$ cat config.mk
export PLATFORM = sky130hd
export DESIGN_NAME = riscv_hazard_ctrl
export DESIGN_NICKNAME = d
export VERILOG_FILES = /design/src/rtl/riscv_pkg.sv /design/src/rtl/riscv_fwd_unit.sv /design/src/rtl/riscv_hazard_ctrl.sv
export SDC_FILE = /design/constraint.sdc
export NUM_CORES = 1
export LEC_CHECK = 0
export BUFFER_PORTS_ARGS = -buffer_cell sky130_fd_sc_hd__clkbuf_2
export CORE_ASPECT_RATIO = 1.5
export CORE_UTILIZATION = 43
export CTS_CLUSTER_SIZE = 24
export DETAILED_ROUTE_END_ITERATION = 6
export GPL_TIMING_DRIVEN = 0
export PLACE_DENSITY_LB_ADDON = 0.3
export SYNTH_ARGS = -nofsm -noshare
export SYNTH_HDL_FRONTEND = slang
export SYNTH_SLANG_ARGS = --single-unit
$ cat constraint.sdc
create_clock -name clk -period 3.2 [get_ports clk]
set_input_delay 0.16 -clock clk [delete_from_list [all_inputs] [get_ports clk]]
set_output_delay 0.16 -clock clk [all_outputs]
set_load 0.02 [all_outputs]
$ cat src/rtl/riscv_pkg.sv
// rtl/riscv_pkg.sv - shared pipeline types and constants for the hazard controller
package riscv_pkg;

  localparam int REG_ADDR_W = 5;

  typedef enum logic [1:0] {
    INIT,
    RUN,
    MEM_WAIT
  } hazard_state_t;

  localparam logic [1:0] FWD_REG = 2'b00;
  localparam logic [1:0] FWD_M   = 2'b01;
  localparam logic [1:0] FWD_B   = 2'b10;

endpackage

$ cat src/rtl/riscv_fwd_unit.sv
// rtl/riscv_fwd_unit.sv - E-stage operand forwarding select for one source operand
module riscv_fwd_unit
  import riscv_pkg::*;
(
  input  logic [REG_ADDR_W-1:0] src_addr,
  input  logic                  reg_we_m,
  input  logic                  memory2reg_m,
  input  logic [REG_ADDR_W-1:0] dst_addr_m,
  input  logic                  reg_we_b,
  input  logic [REG_ADDR_W-1:0] dst_addr_b,
  output logic [1:0]            sel
);

  // A load in M has no data yet; the load-use bubble lets it be picked up from B.
  always_comb begin
    sel = FWD_REG;
    if (src_addr != '0) begin
      if (reg_we_m && !memory2reg_m && (dst_addr_m == src_addr)) begin
        sel = FWD_M;
      end else if (reg_we_b && (dst_addr_b == src_addr)) begin
        sel = FWD_B;
      end
    end
  end

endmodule

$ cat src/rtl/riscv_hazard_ctrl.sv
// rtl/riscv_hazard_ctrl.sv - 5-stage stall/flush/forwarding controller;
// performance counters present only when RISCV_HAZARD_PERF_EN is defined.
module riscv_hazard_ctrl
  import riscv_pkg::*;
#(
  parameter int unsigned RESET_HOLD  = 2,
  parameter int unsigned BUS_TIMEOUT = 255,
  parameter int unsigned CNT_W       = 32
) (
  input  logic                  clk,
  input  logic                  rst,
  input  logic                  src1_en_d,
  input  logic                  src2_en_d,
  input  logic [REG_ADDR_W-1:0] src1_addr_d,
  input  logic [REG_ADDR_W-1:0] src2_addr_d,
  input  logic [REG_ADDR_W-1:0] src1_addr_e,
  input  logic [REG_ADDR_W-1:0] src2_addr_e,
  input  logic                  memory2reg_e,
  input  logic                  reg_we_e,
  input  logic [REG_ADDR_W-1:0] dst_addr_e,
  input  logic                  memory2reg_m,
  input  logic                  reg_we_m,
  input  logic [REG_ADDR_W-1:0] dst_addr_m,
  input  logic                  reg_we_b,
  input  logic [REG_ADDR_W-1:0] dst_addr_b,
  input  logic                  ex_branch_m,
  input  logic                  jal_e,
  input  logic                  instr_stall_f,
  input  logic                  bus_stall_m,
  output logic                  stall_f,
  output logic                  stall_fd,
  output logic                  stall_de,
  output logic                  stall_em,
  output logic                  stall_mb,
  output logic                  flush_fd,
  output logic                  flush_de,
  output logic                  flush_em,
  output logic                  flush_mb,
  output logic [1:0]            fwd1_sel_e,
  output logic [1:0]            fwd2_sel_e,
  output logic                  bus_timeout,
  output logic [CNT_W-1:0]      stall_cnt,
  output logic [CNT_W-1:0]      flush_cnt
);

  localparam int HOLD_W = (RESET_HOLD > 1) ? $clog2(RESET_HOLD) : 1;
  localparam int TMR_W  = (BUS_TIMEOUT > 1) ? $clog2(BUS_TIMEOUT + 1) : 1;

  hazard_state_t    state, state_next;
  logic [HOLD_W-1:0] hold_cnt;
  logic [TMR_W-1:0]  bus_timer;
  logic              hold_done;
  logic              load_use;
  logic [1:0]        fwd1_raw, fwd2_raw;

  // The E-stage write flag is not needed: a load always writes its destination.
  logic unused_reg_we_e;
  assign unused_reg_we_e = reg_we_e;

  assign hold_done = (32'(hold_cnt) + 32'd1) >= RESET_HOLD;

  assign load_use = memory2reg_e && (dst_addr_e != '0) &&
                    ((src1_en_d && (src1_addr_d == dst_addr_e)) ||
                     (src2_en_d && (src2_addr_d == dst_addr_e)));

  always_ff @(posedge clk or posedge rst) begin
    if (rst) begin
      state    <= INIT;
      hold_cnt <= '0;
    end else begin
      state <= state_next;
      if (state == INIT && !hold_done) begin
        hold_cnt <= hold_cnt + HOLD_W'(1);
      end
    end
  end

  always_ff @(posedge clk or posedge rst) begin
    if (rst) begin
      bus_timer   <= '0;
      bus_timeout <= 1'b0;
    end else if (state != INIT && bus_stall_m) begin
      if (bus_timer != TMR_W'(BUS_TIMEOUT)) begin
        bus_timer <= bus_timer + TMR_W'(1);
      end
      if (bus_timer == TMR_W'(BUS_TIMEOUT - 1)) begin
        bus_timeout <= 1'b1;
      end
    end else begin
      bus_timer <= '0;
    end
  end

  // RUN and MEM_WAIT share one decode: leaving MEM_WAIT resolves RUN priority in the same cycle.
  always_comb begin
    state_next = state;
    stall_f    = 1'b0;
    stall_fd   = 1'b0;
    stall_de   = 1'b0;
    stall_em   = 1'b0;
    stall_mb   = 1'b0;
    flush_fd   = 1'b0;
    flush_de   = 1'b0;
    flush_em   = 1'b0;
    flush_mb   = 1'b0;
    if (state == INIT) begin
      stall_f  = 1'b1;
      flush_fd = 1'b1;
      flush_de = 1'b1;
      flush_em = 1'b1;
      flush_mb = 1'b1;
      if (hold_done) begin
        state_next = RUN;
      end
    end else if (bus_stall_m) begin
      state_next = MEM_WAIT;
      stall_f    = 1'b1;
      stall_fd   = 1'b1;
      stall_de   = 1'b1;
      stall_em   = 1'b1;
      flush_mb   = 1'b1;
    end else begin
      state_next = RUN;
      if (ex_branch_m) begin
        flush_fd = 1'b1;
        flush_de = 1'b1;
        flush_em = 1'b1;
      end else if (jal_e) begin
        flush_fd = 1'b1;
        flush_de = 1'b1;
      end else if (load_use) begin
        stall_f  = 1'b1;
        stall_fd = 1'b1;
        flush_de = 1'b1;
      end else if (instr_stall_f) begin
        stall_f  = 1'b1;
        flush_fd = 1'b1;
      end
    end
    if (rst) begin
      stall_f  = 1'b1;
      stall_fd = 1'b1;
      stall_de = 1'b1;
      stall_em = 1'b1;
      stall_mb = 1'b1;
      flush_fd = 1'b1;
      flush_de = 1'b1;
      flush_em = 1'b1;
      flush_mb = 1'b1;
    end
  end

  riscv_fwd_unit u_fwd1 (
    .src_addr     (src1_addr_e),
    .reg_we_m     (reg_we_m),
    .memory2reg_m (memory2reg_m),
    .dst_addr_m   (dst_addr_m),
    .reg_we_b     (reg_we_b),
    .dst_addr_b   (dst_addr_b),
    .sel          (fwd1_raw)
  );

  riscv_fwd_unit u_fwd2 (
    .src_addr     (src2_addr_e),
    .reg_we_m     (reg_we_m),
    .memory2reg_m (memory2reg_m),
    .dst_addr_m   (dst_addr_m),
    .reg_we_b     (reg_we_b),
    .dst_addr_b   (dst_addr_b),
    .sel          (fwd2_raw)
  );

  assign fwd1_sel_e = rst ? FWD_REG : fwd1_raw;
  assign fwd2_sel_e = rst ? FWD_REG : fwd2_raw;

`ifdef RISCV_HAZARD_PERF_EN
  always_ff @(posedge clk or posedge rst) begin
    if (rst) begin
      stall_cnt <= '0;
      flush_cnt <= '0;
    end else begin
      if (state != INIT && stall_f) begin
        stall_cnt <= stall_cnt + CNT_W'(1);
      end
      if (state == RUN && flush_fd) begin
        flush_cnt <= flush_cnt + CNT_W'(1);
      end
    end
  end
`else
  assign stall_cnt = '0;
  assign flush_cnt = '0;
`endif

endmodule

; ---- Word-level counts from Yosys, hierarchy flattened
; Index checks and enable logic that the tools add are counted.
[word_totals]
elab_cells = 85
output_inout_bits = 78
register_bits = 12
input_bits = 48
[classes]
n_eq_ne = 10
add_sub_neg = 3
n_lt_le_gt_ge = 1
n_reduce_logical = 20
muxes = 47
[ops]
columns = operator, count
row1 = 1-bit 2-to-1 mux, 34
row2 = 5-bit equality test, 6
row3 = 2-bit 2-to-1 mux, 11
row4 = 8-bit 2-to-1 mux, 2
row5 = 5-bit nonzero test, 3
row6 = 1-bit logical AND, 11
row7 = 8-bit by 1-bit adder with 8-bit output (second input constant), 1
row8 = 8-bit equality test (second input constant), 1
row9 = 8-bit != test (second input constant), 1
row10 = 1-bit by 1-bit adder with 2-bit output (second input constant), 1
row11 = 2-bit >= comparator (second input constant), 1
row12 = 1-bit zero test, 2
row13 = 2-bit zero test, 1
row14 = 2-bit by 1-bit != test with 1-bit output (second input constant), 1
row15 = 2-bit != test (second input constant), 1
row16 = 2-bit AND reduction, 1
row17 = 2-bit nonzero test, 1
row18 = 1-bit adder (second input constant), 1
row19 = 1-bit logical OR, 1

; ---- Depth between registers and ports, before layout
[logic_depth]
depth_word = 10
ltp_mapped = 6
mapped_depth_nobuf = 6

; ---- Modules after synthesis
; From an unflattened synthesis, not the netlist that was laid out.
[hier_totals]
cells_unflattened = 194
hier_area_um2 = 1579.0
[modules_own_cells]
columns = module, area_each_um2, cells_per_inst, instances
row1 = riscv_hazard_ctrl, 1306.3, 158, 1
row2 = riscv_fwd_unit, 136.4, 18, 2

; ---- Worst setup path before layout
; No wires, ideal clock.
[synth_path]
path_type = input-to-output
startpoint = input dst_addr_e[1]
endpoint = output flush_fd
t_required_ns = 3.040
path_stages = 4
n_path_buf = 0
arrival_ns = 1.278
path_slack_ns = 1.762
path_cell_list = or4_4 -> o21ai_4 -> nor4_1 -> a21oi_1
[synth_via]
elab_chain_len = 10
word_cells_on_any_way = 14
classes_between = eq/ne (2) / mux (6) / reduce/logical (6)
[synth_lines]
columns = element, line
row1 = "start, declared", riscv_hazard_ctrl.sv:20  ; input logic [REG_ADDR_W-1:0] dst_addr_e,
row2 = 5-bit equality test (on tied branches), "riscv_hazard_ctrl.sv:63, riscv_hazard_ctrl.sv:64"
row3 = 1-bit logical AND (on tied branches), "riscv_hazard_ctrl.sv:63, riscv_hazard_ctrl.sv:64"
row4 = 1-bit logical OR, riscv_hazard_ctrl.sv:63  ; ((src1_en_d && (src1_addr_d == dst_addr_e)) ||
row5 = 1-bit logical AND *, riscv_hazard_ctrl.sv:62  ; assign load_use = memory2reg_e && (dst_addr_e != '0) &&
row6 = 1-bit 2-to-1 mux *, riscv_hazard_ctrl.sv:131  ; end else if (load_use) begin
row7 = 1-bit 2-to-1 mux *, riscv_hazard_ctrl.sv:128  ; end else if (jal_e) begin
row8 = 1-bit 2-to-1 mux *, riscv_hazard_ctrl.sv:124  ; if (ex_branch_m) begin
row9 = 1-bit 2-to-1 mux *, riscv_hazard_ctrl.sv:115  ; end else if (bus_stall_m) begin
row10 = 1-bit 2-to-1 mux *, riscv_hazard_ctrl.sv:106  ; if (state == INIT) begin
row11 = 1-bit 2-to-1 mux *, riscv_hazard_ctrl.sv:140  ; if (rst) begin
row12 = "end, declared", riscv_hazard_ctrl.sv:35  ; output logic flush_fd,
; Every way passes the cells marked *; elsewhere a longest branch is shown, timed or not.

; ---- Worst setup path in the final report
[layout_path]
startpoint = register state[0]
endpoint = output stall_em
[layout_via]
elab_chain_len = 3
[layout_lines]
columns = element, line
row1 = "start, declared", riscv_hazard_ctrl.sv:49  ; hazard_state_t state, state_next;
row2 = "start signal, assigned", riscv_hazard_ctrl.sv:71  ; state <= state_next;
row3 = 2-bit zero test, riscv_hazard_ctrl.sv:106
row4 = 1-bit 2-to-1 mux, riscv_hazard_ctrl.sv:106
row5 = 1-bit 2-to-1 mux, riscv_hazard_ctrl.sv:140
row6 = "end, declared", riscv_hazard_ctrl.sv:33  ; output logic stall_em,
; Every way passes these cells.

==> metrics.md <==
| Metric | Value |
|---|---|
| Slowest CP cell | `o21ai_1` |
| Crit-path cells | `o21ai_1, nand2_1, buf_4, clkbuf_2` |
| Gr ovfl total | `0` |
| CTS Buf Count | `3` |
| Post-synthesis register bit count | `12` |
| Achievable frequency | `0.561 GHz` |
| Relative slew margins | `58.1%` |
| Final HPWL DP | `3140 um` |
| Hold Buf Count CTS | `0` |
| Worst slack, placed | `1.61 ns` |
| Synthesized cell area | `1570 um^2` |
| Final Setup Violations | `0` |
| # rows | `26` |
| Clk Latency, worst-skew pair | `0.24 ns` |
| R2r worst-path depth | `6` |
| PortBufs | `60` |
| Most frequent cells after synthesis | `66 x buf_4, 23 x xnor2_1, 17 x nor2_1` |
| Tcrit/Tclk final | `55.7%` |
| Crit end category | `output pin` |
| Arrival @ worst endpoint | `1.62 ns` |
| Number of nets in the layout | `373` |
| Synth cell types | `33` |
| Fin crit period | `1.78 ns` |
| Die Width | `51.3 um` |
| Die ar. | `3890 um^2` |
| Largest net degree at the start of global routing | `15` |
| Layout cell share with drive strength beyond 1 | `42.5%` |
| Critical path required time | `3.04 ns` |
| Synth Instances | `195` |
| Dpl cells | `360` |
| Vias per cell | `4.24` |
| Via count | `1543` |
| Max Cap Viol | `0` |
| Post-CTS setup buffer count | `0` |
| Clock transition at path regs | `0.05 ns` |
| Synth area leader | `buf_4` |
| CTS Sinks | `12` |
| Yosys warning total | `0` |
| Synth top area share | `31.6%` |
| FF-to-FF Start | `bus_timer[0]` |
| RSZ-0062 raised after global routing | `no` |
| Pwr dens | `267 nW/um^2` |
| Status | `completed` |
| Slew @ Worst Pin | `0.624 ns` |
| Fillers | `323` |
| Setup TNS | `0 ns` |
| Diode count | `0` |
| Top-count cell post-synth | `buf_4` |
| Die Ht | `75.9 um` |
| Critical path type | `register to output pin` |
| Slew Viols, Final | `0` |
| Area delta synth->final | `41.1%` |
| Fin Clk Skew | `0.00426 ns` |
| Remaining DRCs | `0` |
| GRT Total Usage | `18.2%` |
| R2R Setup Slk | `1.62 ns` |
| Reg area | `300 um^2` |
| Root buf cell | `clkbuf_8` |
| Final ANT Viol Nets | `0` |
| Initial antenna violation count | `0` |
| H-tree levels | `1` |
| Drt wl/cell | `9.80 um` |
| Resize count post-CTS | `0` |
| Max clock buf depth | `2` |
| Vias in the first global route | `1363` |
| Async SR Flop Fraction | `100%` |
| First-pass GRT wire length | `5590 um` |
| Tot Pwr | `0.000591 W` |
| Synth Flop Type | `dfrtp_1` |
| Sequential element share of the synthesized area | `19.2%` |
| Final Routed Wirelength | `3570 um` |
| Final GP Congestion | `0.814` |
| Leak | `1.26 nW` |
| TritonCTS clock tree | `built` |
| Worst min path class | `primary input to asynchronous set/reset pin` |
| CP Max Fanout | `8` |
| Peak VDD IR | `270 uV` |
| Post-route worst setup slack | `1.42 ns` |
| IO Pins | `126` |
| Largest cells by area after synthesis | `buf_4 32%, dfrtp_1 19%, xnor2_1 13%` |
| Starting Density | `45.4%` |
| Pre-antenna DRT Iters | `4` |
| Final hold slack | `0.0229 ns` |
| CP startpoint kind | `register` |
| Post-synth EDFFs | `0` |
| Core footprint | `3450 um^2` |
| Post-route insts no fill | `364` |
| Footprint of the multi-input gates | `992 um^2` |
| Drt first-iter violations | `17` |
| Syn_area_per_cell | `8.03 um^2` |
| FF-to-FF End | `bus_timer[3]` |
| CP peak stage delay | `0.52 ns` |
| Hold Fails Final Rpt | `0` |
## layout make-up
| cell class | count | area share [%] |
|---|---|---|
| Sequential cell | 12 | 13.6 |
| Timing Repair Buffer | 60 | 13.6 |
| Inverter | 4 | 0.679 |
| Buffer | 66 | 22.4 |
| Clock buffer | 4 | 2.49 |
| Multi-Input combinational cell | 176 | 44.9 |
| Tap cell | 42 | 2.38 |
## through the flow
stage / cell area [um^2] / util, %
final: 2210 / 64.1
after global routing: 2210 / 64.1
after CTS: 2210 / 64.1
after detailed placement: 2160 / 62.5
after global placement: 2160 / 62.5
after floorplan: 1800 / -
## power by group
part	total [W]	internal (W)	switching (W)
Sequential	0.000162	0.000157	0.00000534
Clock	0.000164	0.000109	0.0000552
Combinational	0.000265	0.000115	0.000150
## registers in the layout, indices dropped and copies added, names as in the netlist
register and flops:
state 2, bus_timeout 1, hold_cnt 1, bus_timer 8
## cell families after synthesis
kind of cell	Yosys count	share of synthesized area, %
compound gates	19	8.39
fa+ha+maj	2	1.60
xor+xnor	33	18.5
flops	12	19.2
simple gates	58	19.6
other cells	1	0.239
buf+inv	70	32.6
## worst max path at each step
stage / start / endpoint / slack (ns) / cells after the start
after floorplan: dst_addr_e[1] / flush_fd / 1.76 / 4
after global placement: dst_addr_e[1] / stall_fd / 1.61 / 7
after detailed placement: dst_addr_e[1] / stall_fd / 1.61 / 7
after CTS: state[0] / stall_em / 1.42 / 4
after global routing: state[0] / stall_em / 1.30 / 4
final: state[0] / stall_em / 1.42 / 4
## metal layers
metal  GRT usage, %  up-vias  share of wire (%)
met2           35.9       77                 53
li1               -      784                  -
met5              0        -                  0
met3           2.81       13                9.3
met1           16.9      669                 34
met4           8.65        0                3.7
## critical path: cells and delay by family (launching register included)
kind,cells,cell delay (ns)
flops,1,0.38
compound gates,1,0.52
simple gates,1,0.17
buf+inv,2,0.31
## layout by cell type (no fill, tap or decap), drive strengths merged
master / n
a31o: 1
a211oi: 2
buf: 66
o22ai: 1
or2: 2
nand3: 4
nor4: 3
o211ai: 1
xor2: 10
inv: 4
a21oi: 4
nor2: 18
clkbuf: 64
and4: 4
or4: 3
or3: 1
o21a: 1
conb: 64
dfrtp: 12
and3: 3
a31oi: 2
nor2b: 3
nand4: 5
nand2: 9
ha: 2
a311oi: 1
nor3: 3
o21ai: 6
xnor2: 23
(Power assumes the default switching activity.)
